### src/rtl/cross_bar_arbiter_mux.sv
// Packet-level round-robin arbiter and multiplexer for one crossbar output port.
// A grant is held from the first beat through tlast; output leaves a 2-entry register slice.
module cross_bar_arbiter_mux #(
    parameter int MSEL_WIDTH = 2,
    parameter int CHANNEL_NO = 2**MSEL_WIDTH,
    parameter int DATA_WIDTH = 32
) (
    input  logic                  aclk,
    input  logic                  areset,
    input  logic [DATA_WIDTH-1:0] s_axis_tdata  [CHANNEL_NO],
    input  logic                  s_axis_tvalid [CHANNEL_NO],
    input  logic                  s_axis_tlast  [CHANNEL_NO],
    output logic                  s_axis_tready [CHANNEL_NO],
    input  logic [CHANNEL_NO-1:0] port_en,
    output logic [DATA_WIDTH-1:0] m_axis_tdata,
    output logic                  m_axis_tvalid,
    output logic                  m_axis_tlast,
    input  logic                  m_axis_tready,
    output logic [MSEL_WIDTH-1:0] grant_bin,
    output logic                  busy
);

    typedef enum logic {IDLE, ACTIVE} state_t;

    state_t                r_state, w_state_nxt;
    logic [MSEL_WIDTH-1:0] r_rr_ptr, w_rr_nxt;
    logic [MSEL_WIDTH-1:0] r_grant_bin, w_grant_nxt;

    logic                  w_hi_found, w_lo_found;
    logic [MSEL_WIDTH-1:0] w_hi_idx, w_lo_idx, w_winner;

    logic [DATA_WIDTH-1:0] w_sel_data;
    logic                  w_sel_valid, w_sel_last;
    logic                  w_push, w_pop, w_not_full;

    logic                  r_valid0, r_valid1, r_last0, r_last1;
    logic [DATA_WIDTH-1:0] r_data0, r_data1;

    // Descending scan: the last hit is the lowest index, both at/above rr_ptr and overall.
    always_comb begin
        w_hi_found = 1'b0;
        w_lo_found = 1'b0;
        w_hi_idx   = '0;
        w_lo_idx   = '0;
        for (int unsigned i = CHANNEL_NO; i > 0; i--) begin
            if (s_axis_tvalid[i-1] && port_en[i-1]) begin
                w_lo_found = 1'b1;
                w_lo_idx   = MSEL_WIDTH'(i - 1);
                if ((i - 1) >= 32'(r_rr_ptr)) begin
                    w_hi_found = 1'b1;
                    w_hi_idx   = MSEL_WIDTH'(i - 1);
                end
            end
        end
        w_winner = w_hi_found ? w_hi_idx : w_lo_idx;
    end

    always_comb begin
        w_sel_data  = '0;
        w_sel_valid = 1'b0;
        w_sel_last  = 1'b0;
        for (int unsigned i = 0; i < CHANNEL_NO; i++) begin
            if (r_grant_bin == MSEL_WIDTH'(i)) begin
                w_sel_data  = s_axis_tdata[i];
                w_sel_valid = s_axis_tvalid[i];
                w_sel_last  = s_axis_tlast[i];
            end
        end
    end

    assign w_pop      = r_valid0 && m_axis_tready;
    assign w_not_full = !r_valid1 || w_pop;
    assign w_push     = (r_state == ACTIVE) && w_sel_valid && w_not_full;

    always_comb begin
        for (int unsigned i = 0; i < CHANNEL_NO; i++) begin
            s_axis_tready[i] = !areset && (r_state == ACTIVE) &&
                               (r_grant_bin == MSEL_WIDTH'(i)) && w_not_full;
        end
    end

    always_comb begin
        w_state_nxt = r_state;
        w_grant_nxt = r_grant_bin;
        w_rr_nxt    = r_rr_ptr;
        unique case (r_state)
            IDLE: begin
                if (w_lo_found) begin
                    w_state_nxt = ACTIVE;
                    w_grant_nxt = w_winner;
                end
            end
            ACTIVE: begin
                if (w_push && w_sel_last) begin
                    w_state_nxt = IDLE;
                    w_grant_nxt = '0;
                    w_rr_nxt    = (r_grant_bin == MSEL_WIDTH'(CHANNEL_NO - 1)) ?
                                  '0 : r_grant_bin + MSEL_WIDTH'(1);
                end
            end
            default: ;
        endcase
    end

    always_ff @(posedge aclk) begin
        if (areset) begin
            r_state     <= IDLE;
            r_rr_ptr    <= '0;
            r_grant_bin <= '0;
        end else begin
            r_state     <= w_state_nxt;
            r_rr_ptr    <= w_rr_nxt;
            r_grant_bin <= w_grant_nxt;
        end
    end

    // Entry 0 drives the output; entry 1 only fills while entry 0 is stalled.
    always_ff @(posedge aclk) begin
        if (areset) begin
            r_valid0 <= 1'b0;
            r_valid1 <= 1'b0;
            r_last0  <= 1'b0;
            r_last1  <= 1'b0;
            r_data0  <= '0;
            r_data1  <= '0;
        end else begin
            unique case ({w_push, w_pop})
                2'b10: begin
                    if (r_valid0) begin
                        r_valid1 <= 1'b1;
                        r_data1  <= w_sel_data;
                        r_last1  <= w_sel_last;
                    end else begin
                        r_valid0 <= 1'b1;
                        r_data0  <= w_sel_data;
                        r_last0  <= w_sel_last;
                    end
                end
                2'b01: begin
                    if (r_valid1) begin
                        r_data0  <= r_data1;
                        r_last0  <= r_last1;
                        r_valid1 <= 1'b0;
                    end else begin
                        r_valid0 <= 1'b0;
                    end
                end
                2'b11: begin
                    if (r_valid1) begin
                        r_data0 <= r_data1;
                        r_last0 <= r_last1;
                        r_data1 <= w_sel_data;
                        r_last1 <= w_sel_last;
                    end else begin
                        r_data0 <= w_sel_data;
                        r_last0 <= w_sel_last;
                    end
                end
                default: ;
            endcase
        end
    end

    assign m_axis_tdata  = r_data0;
    assign m_axis_tvalid = r_valid0;
    assign m_axis_tlast  = r_last0;
    assign grant_bin     = r_grant_bin;
    assign busy          = (r_state == ACTIVE);

endmodule

### config.mk
export PLATFORM = sky130hd
export DESIGN_NAME = cross_bar_arbiter_mux
export DESIGN_NICKNAME = d
export VERILOG_FILES = /design/src/rtl/cross_bar_arbiter_mux.sv
export SDC_FILE = /design/constraint.sdc
export NUM_CORES = 1
export LEC_CHECK = 0
export CAP_MARGIN = 5
export CORE_MARGIN = 2
export CORE_UTILIZATION = 45
export CTS_CLUSTER_DIAMETER = 200
export DETAILED_ROUTE_END_ITERATION = 6
export PLACE_DENSITY = 0.82
export SYNTH_ARGS = -nofsm -noshare
export SYNTH_HDL_FRONTEND = slang
export SYNTH_SLANG_ARGS = --single-unit
### constraint.sdc
create_clock -name aclk -period 4.3 [get_ports aclk]
set_clock_uncertainty 0.1 [all_clocks]
set_input_delay 0.645 -clock aclk [delete_from_list [all_inputs] [get_ports aclk]]
set_output_delay 0.645 -clock aclk [all_outputs]
set_load 0.1 [all_outputs]
==> Flow_metrics.wiki <==
{| class="wikitable"
! Metric !! Value
|-
| IR Drop Worst-Case VDD || 0.000178 V
|-
| FF-to-FF path depth || 8
|-
| CP Capture Point || m_axis_tdata[4]$_SDFFE_PP0P_
|-
| Max-cap violations || 0
|-
| Max Clock Freq || 304 MHz
|-
| Post-synthesis cell type with the largest combined area || sky130_fd_sc_hd__dfxtp_1
|-
| Met2 track demand over resource in global routing || 0.458
|-
| Maximum number of pins on one net before global-route repair || 62
|-
| Post-route DRC violation count || 0
|-
| Number of resized instances in the post-cts repair step || 0
|-
| Async SR Flop Fraction || 0
|-
| Number of clock buffers inserted by TritonCTS || 9
|-
| Diodes inserted || 0
|-
| Fin. Hold Viols || 0
|-
| GR peak layer || met2
|-
| Clock latency on the worst-skew pair || 0.34 ns
|-
| Die Area || 9750 µm²
|-
| Total power consumption of the routed design || 2190 µW
|-
| Shortest period the worst path allows || 3.29 ns
|-
| Top cells by count, synth || sky130_fd_sc_hd__nor2_1 (74), sky130_fd_sc_hd__dfxtp_1 (73), sky130_fd_sc_hd__mux2i_1 (45), sky130_fd_sc_hd__nand2_1 (37), sky130_fd_sc_hd__a221oi_1 (32)
|-
| Placeable core region || 8720 µm²
|-
| Clock tree sinks || 73
|-
| Num rows || 34
|-
| Total overflow reported by the global router || 0
|-
| Beginning of the worst register-to-register path || grant_bin[0]$_SDFFE_PP0P_
|-
| Detail-routed via count per cell || 5.86
|-
| Warning count from the yosys run || 0
|-
| Number of post-CTS setup repair buffers || 0
|-
| Fillers || 717
|-
| Synthesized cell area || 4040 µm²
|-
| Tot GR Track Use || 0.272
|-
| Via count of the routed design || 4351
|-
| Share of the synthesized area in the top cell type || 0.362
|-
| Setup repair after global routing missed its margin || false
|-
| Routed Antenna Nets || 0
|-
| Area added between synthesis and finish || 49.6%
|-
| Ratio of cells with drive above 1 in the final layout || 0.0584
|-
| Setup crit start || grant_bin[0]$_SDFFE_PP0P_
|-
| Category of the worst setup path capture point || flip-flop
|-
| Status || complete, no violations
|-
| Crit path max fanout || 34
|-
| Global-route wire length before repair || 21200 µm
|-
| Floorplan die height || 98.7 µm
|-
| Total of endpoints with negative setup slack in the final report || 0
|-
| Setup_tns || 0 ns
|-
| Arr. time, crit path || 3.46 ns
|-
| CTS tree || built
|-
| Count of buffers inserted at the top-level ports || 183
|-
| Relative slew slack || 0.318
|-
| Max clock buf depth || 2
|-
| Post-DP HPWL || 9670 µm
|-
| Register bit total from synthesis || 73
|-
| Number of enable flip-flop cells after synthesis || 0
|-
| Place WS || 1.05 ns
|-
| Worst-case hold slack || 0.370 ns
|-
| Effective utilization at floorplan || 0.463
|-
| Hold buffers post-CTS || 0
|-
| Largest cells by area after synthesis || sky130_fd_sc_hd__dfxtp_1 (36%), sky130_fd_sc_hd__mux2i_1 (11%), sky130_fd_sc_hd__a221oi_1 (6.9%)
|-
| Clk pin slew, worst setup/hold paths || 0.07 ns
|-
| Data required, critical path || 4.47 ns
|-
| Share of synthesized area occupied by flip-flops and latches || 0.362
|-
| Most frequent cell after synthesis || sky130_fd_sc_hd__nor2_1
|-
| Overall routed net length || 13300 µm
|-
| Number of ports placed on the die boundary || 184
|-
| Grt met1 use || 0.337
|-
| Class of the most critical hold timing path || flip-flop to flip-flop
|-
| PwrDens || 362 nW/µm²
|-
| Final worst-path setup slack || 1.01 ns
|-
| Worst R2R Setup Slack || 1.01 ns
|-
| Number of standard cells after synthesis || 476
|-
| Element type at the critical path start || flip-flop
|-
| Slew @ Worst Pin || 1.02 ns
|-
| Initial antenna violation count || 0
|-
| H-tree depth || 3
|-
| Endpoint of the most critical register-to-register path || m_axis_tdata[4]$_SDFFE_PP0P_
|-
| Mean cell area of the mapped netlist || 8.48 µm²
|-
| Pre-antenna DRT Iters || 5
|-
| Post-Syn Nets || 623
|-
| GPL Wtd Cong || 0.864
|-
| Average detailed-routed wire length per instance || 17.9 µm
|-
| Leak Pwr || 0.00208 µW
|-
| Count of final max-slew check failures || 0
|-
| Via count of the first global-routing pass || 4273
|-
| Global-route met3 utilization || 0.0794
|-
| DRT iter0 DRCs || 234
|-
| Unique cell type count in the Yosys netlist || 47
|-
| Start-to-end type of the worst setup path || flip-flop to flip-flop
|-
| Net count reported at finish || 776
|-
| Clk root buf || sky130_fd_sc_hd__clkbuf_8
|-
| Post-synth top flop || sky130_fd_sc_hd__dfxtp_1
|-
| Die extent in x || 98.7 µm
|-
| Share of the cycle needed by the critical path after routing || 0.765
|}
power by group:
group          internal [µW]  switching (µW)
sequential               717            33.2
clock                    268             253
combinational            338             581
total                   1320             867
registers in the layout, summed over array words and instances (netlist names):
register and flops:
r_rr_ptr 2, m_axis_tdata 32, m_axis_tlast 1, r_last1 1, r_data1 32, m_axis_tvalid 1, r_valid1 1, grant_bin 2
busy 1
logic make-up (layout without fill, tap and decap cells):
kind of cell    after synthesis  count (layout)  share of synthesized area
buf+inv                      54             212                     0.0620
mux                          45              45                      0.112
compound gates              142             142                      0.277
flops                        73              73                      0.362
simple gates                157             157                      0.173
xor+xnor                      1               1                    0.00217
fa+ha+maj                     4               4                     0.0124
metrics by stage:
| stage | util | area, µm² | instances |
|---|---|---|---|
| floorplan | - | 4040 | 476 |
| global placement | 0.671 | 5850 | 726 |
| detailed placement | 0.671 | 5850 | 726 |
| CTS | 0.693 | 6040 | 742 |
| global route | 0.693 | 6040 | 742 |
| finish | 0.693 | 6040 | 742 |
cell usage in the layout, fill, tap and decap left out, types with 8 or more instances in the layout:
| cell | synthesis | routed |
|---|---|---|
| sky130_fd_sc_hd__clkbuf_8 | 0 | 9 |
| sky130_fd_sc_hd__o2bb2ai_1 | 14 | 14 |
| sky130_fd_sc_hd__clkdlybuf4s50_1 | 0 | 178 |
| sky130_fd_sc_hd__nand2_1 | 37 | 37 |
| sky130_fd_sc_hd__o21ai_0 | 8 | 8 |
| sky130_fd_sc_hd__dfxtp_1 | 73 | 73 |
| sky130_fd_sc_hd__buf_4 | 5 | 10 |
| sky130_fd_sc_hd__a221oi_1 | 32 | 32 |
| sky130_fd_sc_hd__nand3_1 | 18 | 18 |
| sky130_fd_sc_hd__a22oi_1 | 15 | 15 |
| sky130_fd_sc_hd__mux2i_1 | 45 | 45 |
| sky130_fd_sc_hd__nor2_1 | 74 | 74 |
| sky130_fd_sc_hd__a21oi_1 | 22 | 22 |
| sky130_fd_sc_hd__nor3_1 | 10 | 9 |
| sky130_fd_sc_hd__o31ai_1 | 29 | 29 |
worst min path at each step:
stage                                    end  slack (ns)  cells past startpoint                          start
6_report        m_axis_tdata[9]$_SDFFE_PP0P_        0.37                      2   m_axis_tdata[9]$_SDFFE_PP0P_
5_1_grt         m_axis_tdata[9]$_SDFFE_PP0P_        0.38                      2   m_axis_tdata[9]$_SDFFE_PP0P_
4_1_cts         m_axis_tdata[9]$_SDFFE_PP0P_        0.37                      2   m_axis_tdata[9]$_SDFFE_PP0P_
3_5_place_dp   m_axis_tdata[21]$_SDFFE_PP0P_        0.35                      1  m_axis_tdata[21]$_SDFFE_PP0P_
3_3_place_gp   m_axis_tdata[31]$_SDFFE_PP0P_        0.35                      1  m_axis_tdata[31]$_SDFFE_PP0P_
2_1_floorplan       r_data1[11]$_SDFFE_PP0P_        0.36                      2       r_data1[11]$_SDFFE_PP0P_
critical path, cell delays in order (launching register included):
cell	delay (ns)
sky130_fd_sc_hd__dfxtp_1	0.37
sky130_fd_sc_hd__inv_1	0.10
sky130_fd_sc_hd__ha_1	0.42
sky130_fd_sc_hd__inv_4	0.27
sky130_fd_sc_hd__o311ai_4	0.63
sky130_fd_sc_hd__nor4_4	0.08
sky130_fd_sc_hd__buf_4	0.24
sky130_fd_sc_hd__nor3_2	0.81
sky130_fd_sc_hd__o2bb2ai_1	0.19
cell type report:
class | count | area, µm² | share of cell area
sequential | 73 | 1460 | 0.242
inverter | 6 | 25.0 | 0.00414
clock inverter | 5 | 56.3 | 0.00932
multi-input combinational | 349 | 2350 | 0.389
timing repair buffer | 190 | 1880 | 0.312
tap | 108 | 135 | 0.0224
clock buffer | 11 | 131 | 0.0217
per-layer routing:
layer / part of all wire / vias to the layer above / wire (µm)
li1: - / 2078 / -
met1: 0.41 / 2071 / 5450
met2: 0.49 / 188 / 6560
met3: 0.079 / 14 / 1040
met4: 0.016 / 0 / 210
met5: 0 / - / 0
Power figures use the tool's default switching activity.
